File: src/rtl/distributor.sv
`default_nettype none
// ============================================================================
// Module   : distributor
// Brief    : Steers a tagged word stream into per-lane show-ahead FIFOs,
//            with optional broadcast to every lane.
// Revision : 1.0 - initial release
// ============================================================================
module distributor #(
    parameter int WIDTH                 = 8,
    parameter int PORTS                 = 8,
    parameter int FIFO_DEPTH            = 32,
    parameter int ALMOST_FULL_THRESHOLD = 1,
    parameter int PORTS_ADDR_WIDTH      = (PORTS > 1) ? $clog2(PORTS) : 1
) (
    input  logic                        clk,
    input  logic                        rst,
    input  logic                        push,
    input  logic [WIDTH-1:0]            d,
    input  logic [PORTS_ADDR_WIDTH-1:0] dest,
    input  logic                        bcast,
    output logic                        full,
    output logic                        almost_full,
    input  logic [0:PORTS-1]            pop,
    output logic [WIDTH*PORTS-1:0]      q,
    output logic [0:PORTS-1]            empty,
    output logic                        error
);

    localparam int c_PTR_W = (FIFO_DEPTH > 1) ? $clog2(FIFO_DEPTH) : 1;
    localparam int c_CNT_W = $clog2(FIFO_DEPTH + 1);
    localparam logic [c_CNT_W-1:0] c_DEPTH    = c_CNT_W'(FIFO_DEPTH);
    localparam logic [c_CNT_W-1:0] c_AF_LEVEL = c_CNT_W'(FIFO_DEPTH - ALMOST_FULL_THRESHOLD);
    localparam logic [c_PTR_W-1:0] c_LAST     = c_PTR_W'(FIFO_DEPTH - 1);

    logic [WIDTH-1:0] r_stage_data;
    logic             r_stage_valid;
    logic [0:PORTS-1] r_pending;
    logic             r_error;

    logic [0:PORTS-1] w_lane_full;
    logic [0:PORTS-1] w_lane_af;
    logic [0:PORTS-1] w_wr;
    logic [0:PORTS-1] w_rd;
    logic [0:PORTS-1] w_onehot;
    logic [0:PORTS-1] w_pending_left;
    logic             w_full;
    logic             w_accept;
    logic             w_dest_bad;
    logic             w_load;

    // Lane full flags come from registered counts, so a pop this cycle
    // cannot release a write until the following cycle.
    always_comb begin
        w_onehot = '0;
        for (int i = 0; i < PORTS; i++) begin
            w_onehot[i] = (32'(dest) == i);
        end
        w_wr           = (r_stage_valid ? r_pending : '0) & ~w_lane_full;
        w_pending_left = r_pending & ~w_wr;
        w_full         = r_stage_valid && (|(r_pending & w_lane_full));
        w_accept       = push && !w_full;
        w_dest_bad     = !bcast && (32'(dest) >= PORTS);
        w_load         = w_accept && !w_dest_bad;
    end

    always_ff @(posedge clk) begin
        if (rst) begin
            r_stage_data  <= '0;
            r_stage_valid <= 1'b0;
            r_pending     <= '0;
            r_error       <= 1'b0;
        end else begin
            if (w_load) begin
                r_stage_data  <= d;
                r_pending     <= bcast ? '1 : w_onehot;
                r_stage_valid <= 1'b1;
            end else begin
                r_pending     <= w_pending_left;
                r_stage_valid <= |w_pending_left;
            end
            if ((push && w_full) || (w_accept && w_dest_bad)) begin
                r_error <= 1'b1;
            end
        end
    end

    assign full        = w_full;
    assign almost_full = |w_lane_af;
    assign error       = r_error;

    for (genvar i = 0; i < PORTS; i++) begin : g_lane
        logic [WIDTH-1:0]   r_mem [FIFO_DEPTH];
        logic [c_PTR_W-1:0] r_wr_ptr;
        logic [c_PTR_W-1:0] r_rd_ptr;
        logic [c_CNT_W-1:0] r_count;

        assign w_lane_full[i] = (r_count == c_DEPTH);
        assign w_lane_af[i]   = (r_count >= c_AF_LEVEL);
        assign empty[i]       = (r_count == '0);
        assign w_rd[i]        = pop[i] && (r_count != '0);
        assign q[(PORTS-1-i)*WIDTH +: WIDTH] = r_mem[r_rd_ptr];

        always_ff @(posedge clk) begin
            if (rst) begin
                r_wr_ptr <= '0;
                r_rd_ptr <= '0;
                r_count  <= '0;
            end else begin
                if (w_wr[i]) begin
                    r_wr_ptr <= (r_wr_ptr == c_LAST) ? '0 : r_wr_ptr + 1'b1;
                end
                if (w_rd[i]) begin
                    r_rd_ptr <= (r_rd_ptr == c_LAST) ? '0 : r_rd_ptr + 1'b1;
                end
                case ({w_wr[i], w_rd[i]})
                    2'b10:   r_count <= r_count + 1'b1;
                    2'b01:   r_count <= r_count - 1'b1;
                    default: r_count <= r_count;
                endcase
            end
        end

        always_ff @(posedge clk) begin
            if (w_wr[i]) begin
                r_mem[r_wr_ptr] <= r_stage_data;
            end
        end
    end

endmodule
`default_nettype wire

File: config.mk
export PLATFORM = sky130hd
export DESIGN_NAME = distributor
export DESIGN_NICKNAME = d
export VERILOG_FILES = /design/src/rtl/distributor.sv
export SDC_FILE = /design/constraint.sdc
export NUM_CORES = 2
export LEC_CHECK = 0
export BUFFER_PORTS_ARGS = -buffer_cell sky130_fd_sc_hd__buf_2
export CORE_ASPECT_RATIO = 0.9
export CORE_MARGIN = 2
export CORE_UTILIZATION = 45
export CTS_CLUSTER_DIAMETER = 40
export DETAILED_ROUTE_END_ITERATION = 10
export SYNTH_ARGS = -nofsm -noshare
export SYNTH_HDL_FRONTEND = slang
export SYNTH_SLANG_ARGS = --single-unit
File: constraint.sdc
create_clock -name clk -period 5.4 [get_ports clk]
set_clock_uncertainty 0.2 [all_clocks]
set_input_delay 0.54 -clock clk [delete_from_list [all_inputs] [get_ports clk]]
set_output_delay 0.54 -clock clk [all_outputs]
set_load 0.005 [all_outputs]
==> results.md <==
* Initial Util at 45.23%
* Final TNS setup at 0 ns
* XOR/XNOR share of the synthesized area at 0.4009%
* Wire per inst at 24.61 um
* Cell with the most instances after synthesis: edfxtp_1
* Least-Margin Pin Slew at 1.175 ns
* CP top delay family: flip-flops
* R2r startpoint: g_lane[5].r_count[2]
* Post-CTS setup buffers at 0
* Row count at 155
* Critical path arrival at 3.58 ns
* Setup crit end kind: primary output
* # clock sinks at 2234
* Warnings, synthesis at 0
* Core area at 198000 um^2
* Yosys top cell by area: edfxtp_1
* CP Data Required Time at 4.66 ns
* Multiplexer share of the synthesized area at 15.97%
* Crit path cell chain: buf_4 > mux4_2 > mux2i_1 > a22o_1 > a221oi_1 > buf_2
* Resize count post-CTS at 0
* H-tree levels at 5
* Clock root cell: clkbuf_16
* Number of buffers and inverters on the critical path at 2
* Crit-path slowest cell: dfxtp_2
* Post-CTS Hold Fix Bufs at 39
* Area of the mapped netlist at 89570 um^2
* Seq/Total Area, Yosys at 72.82%
* RSZ-0062 raised after global routing: false
* Top cells by area, synth: edfxtp_1 69%, mux4_2 13%, dfxtp_1 4.2%
* Vias at 44397
* Detail Placement HPWL at 111800 um
* Die ar. at 202600 um^2
* Later-pin clock latency in the skew report at 0.93 ns
* CP Class: reg2out
* Register clock-pin slew on the reported worst setup and hold paths at 0.06 ns
* Max cap viols at 0
* Vias in the first global route at 45181
* Synth Area in Adders at 1.118%
* Die Wd at 474.3 um
* CP Max Fanout at 33
* Layout cell share with drive strength beyond 1 at 23.85%
* I/O pins at 98
* Asr flop ratio synth at 0%
* Post-synthesis register bit count at 2234
* CTS buffer count at 309
* CTS max path bufs at 4
* Cell count after synthesis at 4741
* Synth Flop Type: edfxtp_1
* Final Critical Period at 4.324 ns
* Die height at 427.2 um
* Synth top area share at 68.66%
* Gr ovfl total at 0
* EDFF count, synth at 2048
* Pint at 36.73 mW
* 1st-iter DRT viols at 3478
* Overall Global Routing Usage at 19.11%
* P per Cell Area at 490.4 nW/um^2
* Period utilization at 80.07%
* Final setup violation count at 0
* Via density per instance at 5.646
* Reg2reg end: g_lane[5].r_count[4]
* Synth Area per Inst at 18.89 um^2
* Worst VDD drop at 0.0003309 V
* Slew HR at 21.64%
* CP peak stage delay at 0.97 ns
* Largest net degree at the start of global routing at 165
* Switching power at 13.92 mW
* Port bufs at 97
* Initial antenna violation count at 13
* First-pass GRT wire length at 289900 um
* R2r worst-path depth at 10
* CTS tree: yes
* Synth Area in Compound Gates at 3.355%
* Final nets at 5064
* Highest Clock Rate at 231.3 MHz
* Static leakage at 32.32 nW
* Final ANT Viol Nets at 0
* Layout overhead on the synthesized area at 15.31%
* Largest family of logic cells by synthesized area: multiplexers
* Synth cell types at 78
* Post-placement cell area at 92710 um^2
* Clock power share at 39.5%
* WP depth at 6
* Post-synthesis simple-gate area fraction at 4.684%
* Logic pwr share at 17.2%
* Status: completed
* Worst hold path class: in2reg
* Total Wirelength at 193500 um
* GPL Wtd Cong at 0.8156
* Sw Ratio at 27.48%
* Worst setup SP type: flip-flop
* Residual DRC at 0
* Critical Path End: q[20]
* TritonRoute pass-1 iters at 5
* Final Cell Area at 103300 um^2
* Slew Limit Fails at 0
* Final hold viol count at 0
* Flop pwr share at 43.3%
* Post-synth top cells: 2048 x edfxtp_1, 512 x mux4_2, 382 x nor2_1, 267 x mux2i_1, 186 x dfxtp_1
* Mapped Nets at 4844
* FF-to-FF setup slack at 1.68 ns
logic make-up (layout without fill, tap and decap cells):
kind of cell	Yosys count	after routing
AOI/OAI and AO/OA	417	417
and+or+nand+nor	854	854
DFF	2234	2234
other	0	4
buffers and inverters	327	777
muxes	788	788
adders and majority gates	80	80
xor gates and xnor gates	41	41
flip-flops by register name, indices dropped and copies added (netlist names), named ones only:
name,cells
g_lane.r_mem,2048
g_lane.r_count,48
g_lane.r_rd_ptr,40
g_lane.r_wr_ptr,40
r_pending,8
r_stage_data,8
error,1
r_stage_valid,1
cell type report:
| class | instances | area (um^2) |
|---|---|---|
| antenna | 4 | 10.01 |
| clock buffer | 354 | 8069 |
| clock inverter | 187 | 2107 |
| fill | 15496 | 94730 |
| inverter | 49 | 185.2 |
| multi-input combinational | 2180 | 22870 |
| sequential | 2234 | 65300 |
| tap | 2669 | 3339 |
| timing repair buffer | 187 | 1403 |
metrics by stage:
step | instances | hold slack [ns] | worst slack (ns) | total power [mW] | util (%)
final | 7864 | 0.05925 | 1.076 | 50.65 | 52.16
after CTS | 7860 | 0.01895 | 0.9737 | 51.25 | 52.16
after floorplan | 4741 | 0.2547 | 0.9286 | 28.29 | -
after detailed placement | 7280 | 0.2731 | 1.703 | 31.17 | 46.82
after global routing | 7862 | 0.04589 | 0.8525 | 52.69 | 52.16
after global placement | 7280 | 0.2667 | 1.705 | 31.00 | 46.82
worst min-delay path by stage:
stage / start / to / slack, ns / cells after the start
5_1_grt: pop[5] / g_lane[5].r_rd_ptr[4] / 0.05 / 4
3_3_place_gp: error / error / 0.27 / 1
6_report: pop[5] / g_lane[5].r_rd_ptr[4] / 0.06 / 4
4_1_cts: pop[5] / flip-flop / 0.02 / 5
2_1_floorplan: g_lane[7].r_rd_ptr[4] / flip-flop / 0.25 / 2
3_5_place_dp: error / error / 0.27 / 1
metal layers:
metal / global-route usage (%) / vias to the layer above / wire, um
li1: - / 19769 / -
met1: 26.33 / 23052 / 83200
met2: 31.20 / 1202 / 95420
met3: 3.040 / 374 / 9281
met4: 6.384 / 0 / 5611
met5: 0 / - / 0
power by group through the flow:
stage / sequential (mW) / clock (mW) / combinational, mW
after floorplan: 22.0 / 0 / 6.32
after global placement: 22.3 / 0 / 8.69
after detailed placement: 22.3 / 0 / 8.82
after CTS: 22.0 / 20.3 / 8.91
after global routing: 22.1 / 21.1 / 9.49
final: 21.9 / 20.0 / 8.74
tightest hold or removal path: cells and delay by family:
family	cells	cell delay, ns
simple gates	1	0.09
buf+inv	1	0.18
compound gates	2	0.25
layout by cell type (no fill, tap or decap), drive strengths merged, types with 91 or more instances in the layout:
cell,instances
edfxtp,2048
mux4,512
nor2,382
clkbuf,354
mux2i,267
dfxtp,186
nand2,156
buf,148
a21oi,119
inv,91
Note: power is estimated with default switching activity, not from simulation.
